`config.mk`:
```
export PLATFORM = sky130hd
export DESIGN_NAME = decoder
export DESIGN_NICKNAME = d
export VERILOG_FILES = /design/src/rtl/decoder.sv
export SDC_FILE = /design/constraint.sdc
export NUM_CORES = 1
export LEC_CHECK = 0
export BUFFER_PORTS_ARGS = -buffer_cell sky130_fd_sc_hd__buf_2
export CAP_MARGIN = 20
export CORE_MARGIN = 2
export CORE_UTILIZATION = 25
export DETAILED_ROUTE_END_ITERATION = 12
export PLACE_DENSITY = 0.49
export SYNTH_ARGS = -nofsm -noshare
export SYNTH_HDL_FRONTEND = slang
export SYNTH_SLANG_ARGS = --single-unit
```
`constraint.sdc`:
```
create_clock -name clk -period 0.95 [get_ports clk]
set_input_delay 0.1425 -clock clk [delete_from_list [all_inputs] [get_ports clk]]
set_output_delay 0.1425 -clock clk [all_outputs]
set_load 0.05 [all_outputs]
```
`src/rtl/decoder.sv`:
```
// ---------------------------------------------------------------------------
// decoder
//   Parameterised binary-to-one-hot decoder with enable and registered output.
//   Used as the register-file write-select decoder: each output bit drives the
//   write enable of one register, so the word is registered to keep those
//   enables glitch-free and aligned to the clock.
//
//   The combinational decode is a tree of small enable-gated sub-decoders.
//   The top stage consumes one index bit (odd widths) or two (even widths).
//   Every following stage consumes two more bits, with one 2-to-4 decoder per
//   parent output. A disabled parent therefore forces all of its leaves low.
//
// Parameters
//   INPUT_WIDTH : index width (1..8); output width is 2**INPUT_WIDTH
//
// Ports
//   clk   : system clock, rising-edge active
//   reset : asynchronous active-high reset, clears out
//   en    : decode enable; 0 makes the next registered word all zeros
//   in    : binary index to decode
//   out   : registered one-hot (or all-zero) select word
// ---------------------------------------------------------------------------

// Enable-gated leaf decoder: BITS-bit select to 2**BITS one-hot outputs.
module dec_stage #(
    parameter int BITS = 2
) (
    input  logic                 en,
    input  logic [BITS-1:0]      sel,
    output logic [2**BITS-1:0]   y
);

    always_comb begin
        y = '0;
        if (en) begin
            y[sel] = 1'b1;
        end
    end

endmodule

module decoder #(
    parameter int INPUT_WIDTH = 5
) (
    input  logic                        clk,
    input  logic                        reset,
    input  logic                        en,
    input  logic [INPUT_WIDTH-1:0]      in,
    output logic [2**INPUT_WIDTH-1:0]   out
);

    localparam int OUT_W      = 2**INPUT_WIDTH;
    // Odd widths start with a 1-to-2 stage so every later stage is 2-to-4.
    localparam int FIRST_BITS = (INPUT_WIDTH % 2 == 1) ? 1 : 2;
    localparam int NUM_STAGES = (INPUT_WIDTH - FIRST_BITS) / 2 + 1;

    logic [OUT_W-1:0] next;

    for (genvar s = 0; s < NUM_STAGES; s++) begin : stg
        // CONS index bits (from the MSB down) are already decoded above this
        // stage, so it has 2**CONS parent enables and consumes B more bits.
        localparam int CONS  = (s == 0) ? 0 : FIRST_BITS + 2 * (s - 1);
        localparam int B     = (s == 0) ? FIRST_BITS : 2;
        localparam int NODES = 2**CONS;
        localparam int LEAF  = 2**B;

        logic [NODES-1:0]      parent;
        logic [NODES*LEAF-1:0] y;

        if (s == 0) begin : g_root
            assign parent = en;
        end else begin : g_inner
            assign parent = stg[s-1].y;
        end

        // Parent node i already encodes the upper CONS bits as value i, so
        // its child k lands at i*LEAF+k; at the last stage that equals in.
        for (genvar i = 0; i < NODES; i++) begin : node
            dec_stage #(
                .BITS (B)
            ) u_dec (
                .en  (parent[i]),
                .sel (in[INPUT_WIDTH-1-CONS -: B]),
                .y   (y[i*LEAF +: LEAF])
            );
        end
    end

    assign next = stg[NUM_STAGES-1].y;

    // Output register bank; reset clears it without waiting for a clock edge.
    always_ff @(posedge clk or posedge reset) begin
        if (reset) begin
            out <= '0;
        end else begin
            out <= next;
        end
    end

endmodule

```
==> impl_metrics.env, run 1 <==
export IMPL_grt_max_degree=33
export IMPL_vdd_ir_drop_max_uv=691
export IMPL_die_height_um=68.3
export IMPL_critical_path_peak_fanout=1
export IMPL_synth_fp_nets=88
export IMPL_fin_ws_ns=-0.0117
export IMPL_synth_warning_count=0
export IMPL_fmax_ghz=1.04
export IMPL_critical_path_arrival_ns=0.82
export IMPL_clock_period_minus_worst_slack_ns=0.962
export IMPL_area_growth_synth_to_final_pct=56.5
export IMPL_final_cell_mix="32 x sky130_fd_sc_hd__nor2_1, 32 x sky130_fd_sc_hd__dfrtp_1, 32 x sky130_fd_sc_hd__buf_6"
export IMPL_clock_tree_root_cell="sky130_fd_sc_hd__clkbuf_8"
export IMPL_insertedDiodeCount=0
export IMPL_global_route_wire_length_before_repair_um=3910
export IMPL_multiInputGateArea_um2=219
export IMPL_worst_slew_pin_slew_ns=0.381
export IMPL_vias_in_the_first_global_route=772
export IMPL_avgSynthCellArea_um2=12.9
export IMPL_power_static_leakage_nw=0.809
export IMPL_fin_area_um2=1620
export IMPL_drt_wl_total_um=2320
export IMPL_remaining_drc_errors=0
export IMPL_drt_pass1_iter_count=4
export IMPL_cts_buffers_inserted=5
export IMPL_routed_via_count=739
export IMPL_whs_endpoint="out[4]$_DFF_PP0_"
export IMPL_starting_utilization_of_the_core_area=0.259
export IMPL_timing_final_setup_violations=12
export IMPL_crit_path_buf_inv_count=1
export IMPL_globalRouteOverflowTotal=0
export IMPL_synthesis_area_um2=1030
export IMPL_regMostFlops="out"
export IMPL_crit_required_ns=0.81
export IMPL_design_portCount=40
export IMPL_setup_worst_path_end_class="output pin"
export IMPL_clock_sink_count=32
export IMPL_path_cells="buf_6"
export IMPL_run_status="finished, violations left"
export IMPL_max_slew_margin_rel=0.746
export IMPL_critPathMaxStageDelay_ns=0.38
export IMPL_drt_wirelength_per_cell_um=13.0
export IMPL_largestRegisters="out (32)"
export IMPL_fill_cells=391
export IMPL_post_route_cells_drive_above_1_share=0.388
export IMPL_fp_dieArea_um2=4670
export IMPL_power_density_nw_per_um2=1560
export IMPL_clock_path_buffers=2
export IMPL_drv_cap=0
export IMPL_synth_seq_area_share=0.774
export IMPL_placement_stage_cell_area_um2=1330
export IMPL_fp_dieW_um=68.3
export IMPL_hold_viol_final=0
export IMPL_number_of_slew_limit_violations_in_the_final_report=0
export IMPL_clock_tree_from_tritoncts="built"
export IMPL_clk_pin_slew_ns=0.06
export IMPL_fin_nets=137
export IMPL_critical_path_start_type="flop"
export IMPL_postCtsSetupBuffers=0
export IMPL_globalplace_congestion=0.693
export IMPL_detail_route_iter0_violations=10
export IMPL_worst_hold_startpoint="in[4]"
export IMPL_fin_worst_hold_slack_ns=0.204
export IMPL_detail_route_vias_per_cell=4.13
export IMPL_crit_slowest_cell="sky130_fd_sc_hd__dfrtp_1"
export IMPL_dp_hpwl_um=1560
export IMPL_path_delay_family="flip-flops"
export IMPL_largest_register_ffs=32
export IMPL_preCtsSetupSlack_ns=-0.110
export IMPL_antenna_nets_post_route=0
export IMPL_violated_checks="setup timing"
export IMPL_grt_setup_unrepaired="yes"
export IMPL_htreeDepth=2
export IMPL_criticalPathCategory="flop to output pin"
export IMPL_initial_antenna_violation_count=0
export IMPL_hp_class="primary input to flop"
export IMPL_hold_path_depth=3
export IMPL_period_utilization=1.01
export IMPL_grtUsageTotal=0.123
export IMPL_yosys_cell_types_count=11
export IMPL_rows=23
export IMPL_yosys_register_bits=32
export IMPL_core_footprint_um2=4000
export IMPL_postSynthCellCount=80
export IMPL_sequential_cell_area_um2=801
export IMPL_io_buffer_count=39
-- cell type report --
type | instances | share of cell area
timing repair buffer | 45 | 0.281
sequential | 32 | 0.495
tap | 50 | 0.0386
multi-input combinational | 44 | 0.135
inverter | 1 | 0.00232
clock buffer | 6 | 0.0448
clock inverter | 1 | 0.00309
-- how the worst max path moves through the flow --
| stage | startpoint | depth (start not counted) | to | slack (ns) |
|---|---|---|---|---|
| detailed placement | in[1] | 3 | out[12]$_DFF_PP0_ | -0.11 |
| global route | out[3]$_DFF_PP0_ | 1 | out[3] | -0.05 |
| CTS | out[4]$_DFF_PP0_ | 1 | out[4] | -0.03 |
| finish | out[4]$_DFF_PP0_ | 1 | out[4] | -0.01 |
| floorplan | in[1] | 2 | out[12]$_DFF_PP0_ | 0.05 |
| global placement | in[1] | 3 | out[12]$_DFF_PP0_ | -0.08 |
-- metrics by stage --
step	TNS [ns]	total power, mW	util	instances
after floorplan	0	1.51	-	80
after global placement	-0.311	1.60	0.333	171
after detailed placement	-0.368	1.60	0.333	171
after CTS	-0.452	2.58	0.405	179
after global routing	-0.985	2.65	0.405	179
final	-0.0681	2.53	0.405	179
-- power by group --
part / switching, mW / internal [mW] / leakage (nW)
sequential: 0.00644 / 1.38 / 0.445
clock: 0.439 / 0.496 / 0.0410
combinational: 0.138 / 0.0741 / 0.323
total: 0.583 / 1.95 / 0.809
-- Yosys cell counts --
cell type	n	area, µm²
sky130_fd_sc_hd__or2_1	1	6.26
sky130_fd_sc_hd__nand4bb_1	3	33.8
sky130_fd_sc_hd__nand4b_1	3	26.3
sky130_fd_sc_hd__nand2_1	1	3.75
sky130_fd_sc_hd__nand4_1	1	6.26
sky130_fd_sc_hd__inv_1	1	3.75
sky130_fd_sc_hd__nand2b_1	2	12.5
sky130_fd_sc_hd__or4b_1	1	10.0
sky130_fd_sc_hd__dfrtp_1	32	801
sky130_fd_sc_hd__clkbuf_1	3	11.3
sky130_fd_sc_hd__nor2_1	32	120
-- kinds of logic (layout without fill, tap and decap cells) --
group / Yosys count / after routing / share of synthesized area
simple gates: 44 / 44 / 0.212
buf+inv: 4 / 53 / 0.0145
flops: 32 / 32 / 0.774
-- repair_timing --
action,CTS,global route
endpoints found under the setup margin,32,32
gates resized for setup,64,0
hold endpoints to repair,32,0
hold buffers,1,0
-- layer usage --
metal,vias up,track usage,routed length (µm)
met4,0,0.0675,48
met5,-,0,0
met1,351,0.162,1080
met3,7,0.0510,173
li1,349,-,-
met2,32,0.172,1020
(Power assumes the default switching activity.)
==> run 2: changes to the inputs <==
Settings changed: MAX_ROUTING_LAYER set to met4.
==> run 2 against run 1 <==
Compared with the run above:
- the run still ends with setup timing left
- sequential cell count stayed put
- design area stayed put
- clock power hardly changed
- count of clock-buffer cells in the layout stayed put
- sequential share of layout area stayed put
- final cell count stayed put
- global-route usage is 0.36 points higher
- critical path depth stayed put
- combinational power hardly changed
- non-clock buffer count stayed put
- die area stayed put
- utilization stayed put
==> impl_metrics.env, run 2 (synthesis results as in run 1) <==
export IMPL_antenna_nets_post_route=0
export IMPL_global_route_wire_length_before_repair_um=3920
export IMPL_crit_end="out[4]"
export IMPL_fp_dieArea_um2=4670
export IMPL_grtUsageTotal=0.127
export IMPL_fin_area_um2=1620
export IMPL_area_growth_synth_to_final_pct=56.5
export IMPL_setup_worst_path_end_class="output pin"
export IMPL_clock_tree_from_tritoncts="built"
export IMPL_crit_path_buf_inv_count=1
export IMPL_starting_utilization_of_the_core_area=0.259
export IMPL_run_status="finished, violations left"
export IMPL_globalplace_congestion=0.700
export IMPL_hold_viol_final=0
export IMPL_vias_in_the_first_global_route=772
export IMPL_core_footprint_um2=4000
export IMPL_globalRouteOverflowTotal=0
export IMPL_number_of_slew_limit_violations_in_the_final_report=0
export IMPL_remaining_drc_errors=0
export IMPL_initial_antenna_violation_count=0
export IMPL_critical_path_arrival_ns=0.82
export IMPL_detail_route_iter0_violations=10
export IMPL_clock_path_buffers=2
export IMPL_critPathMaxStageDelay_ns=0.38
export IMPL_violated_checks="setup timing"
export IMPL_drt_pass1_iter_count=4
export IMPL_clk_pin_slew_ns=0.06
export IMPL_largestRegisters="out (32)"
export IMPL_detail_route_vias_per_cell=4.13
export IMPL_max_slew_margin_rel=0.746
export IMPL_drt_wirelength_per_cell_um=13.0
export IMPL_final_cell_mix="32 x sky130_fd_sc_hd__nor2_1, 32 x sky130_fd_sc_hd__dfrtp_1, 32 x sky130_fd_sc_hd__buf_6"
export IMPL_dp_hpwl_um=1560
export IMPL_die_height_um=68.3
export IMPL_worst_setup_path_startpoint="out[4]$_DFF_PP0_"
export IMPL_fin_ws_ns=-0.0117
export IMPL_cts_buffers_inserted=5
export IMPL_postCtsSetupBuffers=0
export IMPL_criticalPathCategory="flop to output pin"
export IMPL_worst_slew_pin_slew_ns=0.381
export IMPL_largest_register_ffs=32
export IMPL_timing_final_setup_violations=11
export IMPL_io_buffer_count=39
export IMPL_grt_setup_unrepaired="yes"
export IMPL_fmax_ghz=1.04
export IMPL_path_delay_family="flip-flops"
export IMPL_placement_stage_cell_area_um2=1330
export IMPL_totalPowerFinal_mw=2.53
export IMPL_period_utilization=1.01
export IMPL_routed_via_count=739
export IMPL_utilization=0.405
export IMPL_power_static_leakage_nw=0.809
export IMPL_crit_slowest_cell="sky130_fd_sc_hd__dfrtp_1"
export IMPL_clock_tree_root_cell="sky130_fd_sc_hd__clkbuf_8"
export IMPL_htreeDepth=2
export IMPL_insertedDiodeCount=0
export IMPL_fin_nets=137
export IMPL_crit_required_ns=0.81
export IMPL_clock_sink_count=32
export IMPL_drt_wl_total_um=2320
export IMPL_critical_path_start_type="flop"
export IMPL_regMostFlops="out"
export IMPL_power_density_nw_per_um2=1560
export IMPL_vdd_ir_drop_max_uv=691
export IMPL_clock_period_minus_worst_slack_ns=0.962
export IMPL_post_route_cells_drive_above_1_share=0.388
export IMPL_fp_dieW_um=68.3
export IMPL_path_cells="buf_6"
export IMPL_critical_path_peak_fanout=1
export IMPL_design_portCount=40
export IMPL_drv_cap=0
export IMPL_hp_class="primary input to flop"
export IMPL_cp_depth=1
export IMPL_rows=23
export IMPL_grt_max_degree=33
export IMPL_totalNegativeSetupSlack_ns=-0.0657
[run 2: cell counts in the layout (fill, tap and decap cells not counted)]
No cell type changed its count.
[run 2: metrics by stage]
step	hold WS (ns)	setup slack, ns	std cells
3_5_place_dp	0.192	-0.110	171
3_3_place_gp	0.188	-0.0846	171
6_report	0.204	-0.0117	179
5_1_grt	0.240	-0.0467	179
2_1_floorplan	0.259	0.0536	80
4_1_cts	0.198	-0.0313	179
[run 2: report_power, final]
part	internal, mW	total (mW)	switching, mW
sequential	1.38	1.38	0.00644
clock	0.496	0.934	0.438
combinational	0.0741	0.212	0.138
total	1.95	2.53	0.582
[run 2: how the worst min path moves through the flow]
stage,startpoint,endpoint,cells after the start
after floorplan,reset,out[0]$_DFF_PP0_,1
after CTS,in[0],out[4]$_DFF_PP0_,3
final,in[4],out[4]$_DFF_PP0_,3
after global routing,in[0],out[8]$_DFF_PP0_,3
after detailed placement,reset,out[17]$_DFF_PP0_,3
after global placement,reset,out[21]$_DFF_PP0_,3
[run 2: area by class of cell]
cell class	instances	area (µm²)
Sequential cell	32	801
Inverter	1	3.75
Timing Repair Buffer	45	455
Multi-Input combinational cell	44	219
Fill cell	391	2380
Clock buffer	6	72.6
Tap cell	50	62.6
Clock inverter	1	5.00
[run 2: routing by layer]
metal,global-route usage,wire length (µm),up-vias
li1,-,-,349
met1,0.163,1080,351
met2,0.172,1020,32
met3,0.0493,169,7
met4,0.0675,48,0
met5,-,0,-
[run 2: repair_timing]
action | in CTS | in global routing
setup endpoints to repair | 32 | 32
endpoints found under the hold margin | 32 | 0
hold buffers | 1 | 0
gates resized for setup | 64 | 0
==> run 3: changes to the inputs <==
Settings changed: BUFFER_PORTS_ARGS -buffer_cell sky130_fd_sc_hd__buf_2 to unset, DONT_BUFFER_PORTS set to 1, PLACE_DENSITY 0.49 to 0.4.
==> run 3 against run 2 <==
Compared with the run above:
- the run still ends with setup timing left
- wire length increased by 2.1%
- final cell count decreased by 5.6%
- sequential share of layout area increased by 0.50 points
- first-iteration DRC count decreased by 30%
- count of clock-buffer cells in the layout increased by 1
- critical path type unchanged
- critical endpoint is now out[0]
- largest power group is now the clock network
==> impl_metrics.env, run 3 (synthesis results as in run 1) <==
export IMPL_max_slew_margin_rel=0.744
export IMPL_fp_dieW_um=68.3
export IMPL_detail_route_vias_per_cell=4.17
export IMPL_crit_path_buf_inv_count=1
export IMPL_crit_required_ns=0.81
export IMPL_cts_buffers_inserted=5
export IMPL_io_buffer_count=0
export IMPL_drt_pass1_iter_count=4
export IMPL_power_frac_comb=0.058
export IMPL_vdd_ir_drop_max_uv=1100
export IMPL_area_growth_synth_to_final_pct=54.9
export IMPL_clock_tree_from_tritoncts="built"
export IMPL_core_footprint_um2=4000
export IMPL_power_static_leakage_nw=0.786
export IMPL_path_cells="buf_6"
export IMPL_final_cell_mix="32 x sky130_fd_sc_hd__nor2_1, 32 x sky130_fd_sc_hd__dfrtp_1, 32 x sky130_fd_sc_hd__buf_6"
export IMPL_largestRegisters="out (32)"
export IMPL_detail_route_iter0_violations=7
export IMPL_number_of_slew_limit_violations_in_the_final_report=0
export IMPL_utilization=0.401
export IMPL_die_height_um=68.3
export IMPL_dp_hpwl_um=1730
export IMPL_clock_sink_count=32
export IMPL_power_net_switching_mw=0.591
export IMPL_violated_checks="setup timing"
export IMPL_power_density_nw_per_um2=1840
export IMPL_remaining_drc_errors=0
export IMPL_p_seq_frac=0.469
export IMPL_starting_utilization_of_the_core_area=0.259
export IMPL_criticalPathCategory="flop to output pin"
export IMPL_hp_class="primary input to flop"
export IMPL_fin_nets=126
export IMPL_globalRouteOverflowTotal=0
export IMPL_global_route_wire_length_before_repair_um=3830
export IMPL_antenna_nets_post_route=0
export IMPL_switching_share=0.201
export IMPL_htreeDepth=2
export IMPL_worst_slew_pin_slew_ns=0.384
export IMPL_share_clk_of_total_power=0.473
export IMPL_preCtsSetupSlack_ns=0.00769
export IMPL_clk_pin_slew_ns=0.06
export IMPL_rows=23
export IMPL_fp_dieArea_um2=4670
export IMPL_largest_register_ffs=32
export IMPL_grt_max_degree=33
export IMPL_globalplace_congestion=0.602
export IMPL_initial_antenna_violation_count=0
export IMPL_crit_slowest_cell="sky130_fd_sc_hd__dfrtp_1"
export IMPL_vias_in_the_first_global_route=792
export IMPL_period_utilization=1.02
export IMPL_postCtsSetupBuffers=0
export IMPL_grt_setup_unrepaired="yes"
export IMPL_design_portCount=40
export IMPL_grtUsageTotal=0.122
export IMPL_timing_final_setup_violations=9
export IMPL_regMostFlops="out"
export IMPL_post_route_cells_drive_above_1_share=0.345
export IMPL_power_internal_mw=2.35
export IMPL_insertedDiodeCount=0
export IMPL_path_delay_family="flip-flops"
export IMPL_critical_path_start_type="flop"
export IMPL_clock_period_minus_worst_slack_ns=0.970
export IMPL_clock_path_buffers=2
export IMPL_drt_wl_total_um=2370
export IMPL_critical_path_arrival_ns=0.83
export IMPL_hold_viol_final=0
export IMPL_drv_cap=0
export IMPL_critPathMaxStageDelay_ns=0.39
export IMPL_clock_tree_root_cell="sky130_fd_sc_hd__clkbuf_8"
export IMPL_fmax_ghz=1.03
export IMPL_critical_path_peak_fanout=1
export IMPL_run_status="finished, violations left"
export IMPL_setup_worst_path_end_class="output pin"
export IMPL_fin_worst_hold_slack_ns=0.0964
export IMPL_routed_via_count=704
export IMPL_fin_ws_ns=-0.0203
export IMPL_drt_wirelength_per_cell_um=14.0
[run 3: cell types whose count changed in the layout (fill, tap and decap cells not counted), sizes merged]
cell,change
buf,-11
bufinv,+1
clkbuf,+1
clkinv,-1
[run 3: per-stage QoR]
step                      power (mW)  cell area, µm²  instances  setup TNS, ns
final                           2.94            1600        169        -0.0709
after global routing            3.06            1600        169         -0.823
after CTS                       3.00            1600        169         -0.426
after detailed placement        1.57            1350        160              0
after floorplan                 1.51            1030         80              0
after global placement          1.57            1350        160              0
[run 3: path summary, 6_finish.rpt]
path / startpoint / to / slack [ns] / depth (start not counted)
setup / recovery: out[0]$_DFF_PP0_ / out[0] / -0.02 / 1
hold / removal: in[1] / out[23]$_DFF_PP0_ / 0.1 / 2
max in group asynchronous: reset / out[9]$_DFF_PP0_ / 0.44 / 3
min in group asynchronous: reset / out[8]$_DFF_PP0_ / 0.35 / 3
[run 3: routing by layer]
metal	wire, µm	global-route usage
met5	0	-
met1	1030	0.142
met4	7	0.0450
met3	165	0.0510
met2	1170	0.188
[run 3: area by class of cell]
class                   count  area, µm²
flip-flops and latches     32        801
repair buffers             34        390
multi-input cells          44        219
inverters                   1       3.75
fillers                   397       2400
clock inverters             1       30.0
clock buffers               7       96.3
well taps                  50       62.6
[run 3: power by group through the flow]
| stage | Combinational, mW | Sequential [mW] | Clock [mW] |
|---|---|---|---|
| final | 0.171 | 1.38 | 1.39 |
| after global routing | 0.187 | 1.38 | 1.49 |
| after CTS | 0.177 | 1.38 | 1.44 |
| after detailed placement | 0.166 | 1.41 | 0 |
| after global placement | 0.164 | 1.40 | 0 |
| after floorplan | 0.0634 | 1.45 | 0 |
[run 3: timing repair]
action                                 4_1_cts  5_1_grt
hold buffers                                 1        0
setup endpoints to repair                   32       32
gates resized for setup                     32        0
endpoints found under the hold margin       32        0
